## src/rtl/reorder_buffer.sv

```systemverilog
// Circular reorder buffer: allocates entries at issue, captures CDB results,
// retires completed entries in program order onto the register-file write port.
module reorder_buffer #(
    parameter int DEPTH = 16,
    parameter int TAG_W = 4
) (
    input  logic             clk,
    input  logic             reset,
    input  logic             alloc_valid,
    input  logic [4:0]       alloc_rd,
    input  logic             alloc_writes_rd,
    output logic             alloc_ready,
    output logic [TAG_W-1:0] alloc_tag,
    input  logic             cdb_valid,
    input  logic [TAG_W-1:0] cdb_tag,
    input  logic [31:0]      cdb_data,
    input  logic [TAG_W-1:0] q1_tag,
    output logic             q1_ready,
    output logic [31:0]      q1_data,
    input  logic [TAG_W-1:0] q2_tag,
    output logic             q2_ready,
    output logic [31:0]      q2_data,
    input  logic             flush,
    output logic             commit_valid,
    output logic [TAG_W-1:0] commit_tag,
    output logic [4:0]       commit_rd,
    output logic             commit_reg_write,
    output logic [31:0]      commit_data,
    output logic             empty,
    output logic [TAG_W:0]   count
);

    localparam logic [TAG_W:0] PTR_ONE = {{TAG_W{1'b0}}, 1'b1};

    logic [TAG_W:0]   head_r;
    logic [TAG_W:0]   tail_r;
    logic [DEPTH-1:0] valid_r;
    logic [DEPTH-1:0] done_r;
    logic [DEPTH-1:0] writes_rd_r;
    logic [4:0]       rd_r    [DEPTH];
    logic [31:0]      value_r [DEPTH];

    logic [TAG_W-1:0] head_idx_s;
    logic [TAG_W-1:0] tail_idx_s;
    logic             full_s;
    logic             alloc_fire_s;
    logic             commit_s;

    // Operand resolution: a same-cycle broadcast wins over the stored value.
    function automatic logic [32:0] resolve_operand(
        input logic        ent_valid,
        input logic        ent_done,
        input logic        bus_hit,
        input logic [31:0] stored,
        input logic [31:0] bus
    );
        logic [32:0] res;
        if (ent_valid && bus_hit) begin
            res = {1'b1, bus};
        end else if (ent_valid && ent_done) begin
            res = {1'b1, stored};
        end else begin
            res = {1'b0, 32'd0};
        end
        return res;
    endfunction

    assign head_idx_s   = head_r[TAG_W-1:0];
    assign tail_idx_s   = tail_r[TAG_W-1:0];
    assign full_s       = (head_idx_s == tail_idx_s) && (head_r[TAG_W] != tail_r[TAG_W]);
    assign empty        = (head_r == tail_r);
    assign count        = tail_r - head_r;
    assign alloc_ready  = !full_s;
    assign alloc_tag    = tail_idx_s;
    assign alloc_fire_s = alloc_valid && !full_s;
    assign commit_s     = valid_r[head_idx_s] && done_r[head_idx_s] && !flush;

    // Commit port driven from the head entry; all zero when nothing retires.
    always_comb begin
        commit_valid     = 1'b0;
        commit_tag       = {TAG_W{1'b0}};
        commit_rd        = 5'd0;
        commit_reg_write = 1'b0;
        commit_data      = 32'd0;
        if (commit_s) begin
            commit_valid     = 1'b1;
            commit_tag       = head_idx_s;
            commit_rd        = rd_r[head_idx_s];
            commit_reg_write = writes_rd_r[head_idx_s] && (rd_r[head_idx_s] != 5'd0);
            commit_data      = value_r[head_idx_s];
        end else begin
            commit_valid     = 1'b0;
        end
    end

    // Independent operand lookups for the two issue-stage source tags.
    always_comb begin
        {q1_ready, q1_data} = resolve_operand(valid_r[q1_tag], done_r[q1_tag],
                                              cdb_valid && (cdb_tag == q1_tag),
                                              value_r[q1_tag], cdb_data);
        {q2_ready, q2_data} = resolve_operand(valid_r[q2_tag], done_r[q2_tag],
                                              cdb_valid && (cdb_tag == q2_tag),
                                              value_r[q2_tag], cdb_data);
    end

    // Entry and pointer state; flush outranks alloc, capture and retirement.
    always_ff @(posedge clk or posedge reset) begin
        if (reset) begin
            head_r      <= {(TAG_W+1){1'b0}};
            tail_r      <= {(TAG_W+1){1'b0}};
            valid_r     <= {DEPTH{1'b0}};
            done_r      <= {DEPTH{1'b0}};
            writes_rd_r <= {DEPTH{1'b0}};
            for (int i = 0; i < DEPTH; i++) begin
                rd_r[i]    <= 5'd0;
                value_r[i] <= 32'd0;
            end
        end else if (flush) begin
            head_r  <= {(TAG_W+1){1'b0}};
            tail_r  <= {(TAG_W+1){1'b0}};
            valid_r <= {DEPTH{1'b0}};
            done_r  <= {DEPTH{1'b0}};
        end else begin
            if (alloc_fire_s) begin
                valid_r[tail_idx_s]     <= 1'b1;
                done_r[tail_idx_s]      <= 1'b0;
                rd_r[tail_idx_s]        <= alloc_rd;
                writes_rd_r[tail_idx_s] <= alloc_writes_rd;
                tail_r                  <= tail_r + PTR_ONE;
            end
            if (cdb_valid && valid_r[cdb_tag]) begin
                done_r[cdb_tag]  <= 1'b1;
                value_r[cdb_tag] <= cdb_data;
            end
            if (commit_s) begin
                valid_r[head_idx_s] <= 1'b0;
                head_r              <= head_r + PTR_ONE;
            end
        end
    end

endmodule

```

## config.mk

```make
export PLATFORM = sky130hd
export DESIGN_NAME = reorder_buffer
export DESIGN_NICKNAME = d
export VERILOG_FILES = /design/src/rtl/reorder_buffer.sv
export SDC_FILE = /design/constraint.sdc
export NUM_CORES = 2
export LEC_CHECK = 0
export CAP_MARGIN = 30
export CORE_MARGIN = 5
export CORE_UTILIZATION = 45
export CTS_CLUSTER_SIZE = 25
export DETAILED_ROUTE_END_ITERATION = 8
export GPL_TIMING_DRIVEN = 0
export PLACE_DENSITY = 0.62
export SKIP_LAST_GASP = 1
export SYNTH_ARGS = -nofsm -noshare
export SYNTH_HDL_FRONTEND = slang
export SYNTH_SLANG_ARGS = --single-unit
```

## constraint.sdc

```tcl
create_clock -name clk -period 28.4 [get_ports clk]
set_input_delay 5.68 -clock clk [delete_from_list [all_inputs] [get_ports clk]]
set_output_delay 5.68 -clock clk [all_outputs]
set_load 0.01 [all_outputs]
```

==> flow_summary.ini <==
[logic_synthesis]
synthXorXnorAreaFrac = 0.00383
synth_edf_count = 0
yosys.area.top_type_share = 0.418
syn_area_per_cell_um2 = 15.6
synth_mux_area_frac = 0.486
synthCells = 2501
synth_adder_area_share = 0.00437
synth_simple_gate_area_frac = 0.0229
ys_types = 45
synth_top_family_by_area = multiplexers
synth-compound-area-share = 0.0265
synth-main-ff-cell = dfrtp_1
netlist_top_cells_area = dfrtp_1 (42%), mux4_2 (31%), mux2_2 (18%)
syn_nets = 2569
synth_warnings = 0
seq_area_frac_synth = 0.418
async_flop_share = 1.00
syn_area_um2 = 38900
synth_top_cell_by_area = dfrtp_1
ys_ff_latch = 650

[global_routing]
grt_start_max_net_pins = 135
track_usage = 0.313
grt_pass1_wl_mm = 210
overflow = 0
grt_pass1_vias = 28700
antenna_found_initial = 8

[route]
routed-via-count = 27400
met1Wirelength_mm = 54.4
highest_layer = met5
initialDrtViolationCount = 3739
viasPerCell = 6.84
route.met3.wl_mm = 16.0
route.detailed.drc = 0
drtPass1Iterations = 5
routedWlPerCell_um = 36.5
dr_wl_met2_mm = 67.0
postRouteWirelength_mm = 146
ant_nets = 0

[sta]
setup_viol = 0
rsz0062_at_grt = false
maxSlewHeadroom = 0.265
max_freq_mhz = 62.4
tightestPinTransition_ns = 1.10
setup_ws_ns = 12.37
skew_ns = 0.0236
fin_crit_ns = 16.03
slew_viol_final = 0
hold_viol_final = 0
fin_crit_sh = 0.565

[critical_path]
reg2reg_from = head_r[3]$_DFFE_PP0P_
endpoint_kind = output pin
max_stage_delay_ns = 0.67
cpMaxStageDelayCell = clkdlybuf4s50_1
worstPathCellList = clkdlybuf4s50_1 > buf_2 > buf_2 > xnor2_1 > nand2_1 > nor4_1 > and2_0 > clkbuf_1 > clkbuf_1 > buf_8 > o2bb2ai_1 > clkdlybuf4s50_1
worstPathRequired_ns = 22.72
endpoint = q1_data[29]
r2r_cells = 9
crit_fanout = 10
r2r_setup_slack_ns = 24.45
path_class = in -> out
worstPathArrival_ns = 10.35
cp-start-kind = input port
startpoint = q1_tag[0]
r2r_end = rd_r[48]$_DFFE_PP0P_

[clocking]
clk_path_buf_depth = 3
cts_tree = yes
cts_root_buf = clkbuf_16
cts_resized = 0
cts_num_sinks = 650
cts_hold_buf = 0
worstSkewPairLatency_ns = 0.64
numCtsBuffers = 76
clkTransAtPathRegs_ns = 0.05
htreeDepth = 3
post-cts-setup-buffer-count = 0

[status]
outcome = complete, no violations

[flow_run]
max-cap-violations = 0

[pwr]
powerDensity_nw_per_um2 = 47.9
ir_worst_vdd_mv = 0.0443
cellLeakagePower_nw = 19.6

[placed_design]
gp_congestion = 0.936
dp_cells = 3866
io_buffers = 140
dp_hpwl_mm = 104
place_ws_ns = 12.48

[layout]
final_nets = 2872
mostFrequentLayoutCell = dfrtp_1
mostFrequentLayoutCells = dfrtp_1 (650), mux2_2 (610), mux4_2 (534), clkdlybuf4s50_1 (140), clkbuf_1 (136)
drive_gt1_frac = 0.502
stdcell_count = 4010
area_delta_synth_final_pct = 17.4

[die]
die_h_um = 304
start_util = 0.455
die_area_um2 = 92400
die_x_um = 304
core_um2 = 85500
io_pins = 175
fp-row-count = 107

[hold_path]
min_path_type = reg -> reg
[metrics by stage]
stage	hold slack (ns)	cell area, um^2	TNS (ns)	utilization	total power [mW]
final	0.501	45700	0	0.534	2.19
after global routing	0.506	45700	0	0.534	2.24
after floorplan	0.474	38900	0	-	1.09
after CTS	0.502	45600	0	0.533	2.20
after global placement	0.482	41700	-1630.92	0.488	1.16
after detailed placement	0.489	43000	0	0.503	1.17
[area by class of cell]
cell class / count / area (um^2)
Buffer: 277 / 1160
Clock inverter: 28 / 377
Fill cell: 6900 / 39900
Tap cell: 1144 / 1430
Inverter: 87 / 334
Sequential cell: 650 / 16300
Multi-Input combinational cell: 1487 / 21200
Antenna cell: 4 / 10.0
Timing Repair Buffer: 225 / 2710
Clock buffer: 108 / 2200
[state kept, by name, summed over array words and instances (netlist names)]
signal and cells:
rd_r 80, tail_r 5, writes_rd_r 16, done_r 16, head_r 5, value_r 512, valid_r 16
[cell families (layout without fill, tap and decap cells)]
| logic type | count (synthesis) | count (layout) |
|---|---|---|
| buf+inv | 364 | 725 |
| compound gates | 133 | 133 |
| mux | 1147 | 1147 |
| simple gates | 177 | 177 |
| other cells | 0 | 4 |
| xor+xnor | 17 | 17 |
| fa+ha+maj | 13 | 13 |
| flops | 650 | 650 |
[synthesized netlist by cell type, types with 16 or more instances]
cell	number
dfrtp_1	650
mux2_2	610
mux4_2	534
clkbuf_1	125
inv_1	84
buf_1	80
buf_2	64
o2bb2ai_1	62
nand2_1	61
and2_1	34
nor2_1	29
a21oi_1	20
a211oi_1	16
[power by group]
group | total (mW) | switching [mW] | internal [mW]
Clock | 1.03 | 0.417 | 0.614
Sequential | 0.966 | 0.0172 | 0.948
Combinational | 0.190 | 0.112 | 0.0776
[worst min-delay path by stage]
stage / from / slack (ns) / end / cells past startpoint
floorplan: rd_r[25]$_DFFE_PP0P_ / 0.47 / rd_r[25]$_DFFE_PP0P_ / 1
global placement: rd_r[5]$_DFFE_PP0P_ / 0.48 / rd_r[5]$_DFFE_PP0P_ / 1
detailed placement: rd_r[5]$_DFFE_PP0P_ / 0.49 / rd_r[5]$_DFFE_PP0P_ / 1
CTS: rd_r[5]$_DFFE_PP0P_ / 0.50 / rd_r[5]$_DFFE_PP0P_ / 1
global route: rd_r[5]$_DFFE_PP0P_ / 0.51 / rd_r[5]$_DFFE_PP0P_ / 1
finish: rd_r[9]$_DFFE_PP0P_ / 0.50 / rd_r[9]$_DFFE_PP0P_ / 1
[metal layers]
metal / up-vias / global-route usage
met5: - / 0
met4: 6 / 0.157
met3: 460 / 0.0939
met2: 1830 / 0.481
met1: 14700 / 0.409
li1: 10500 / -
[worst max-delay path, delay by kind of cell]
kind | cells | cell delay (ns)
buf+inv | 7 | 3.32
simple gates | 3 | 0.81
compound gates | 1 | 0.34
xor+xnor | 1 | 0.19
No activity file was read; power rests on OpenSTA's default activity.
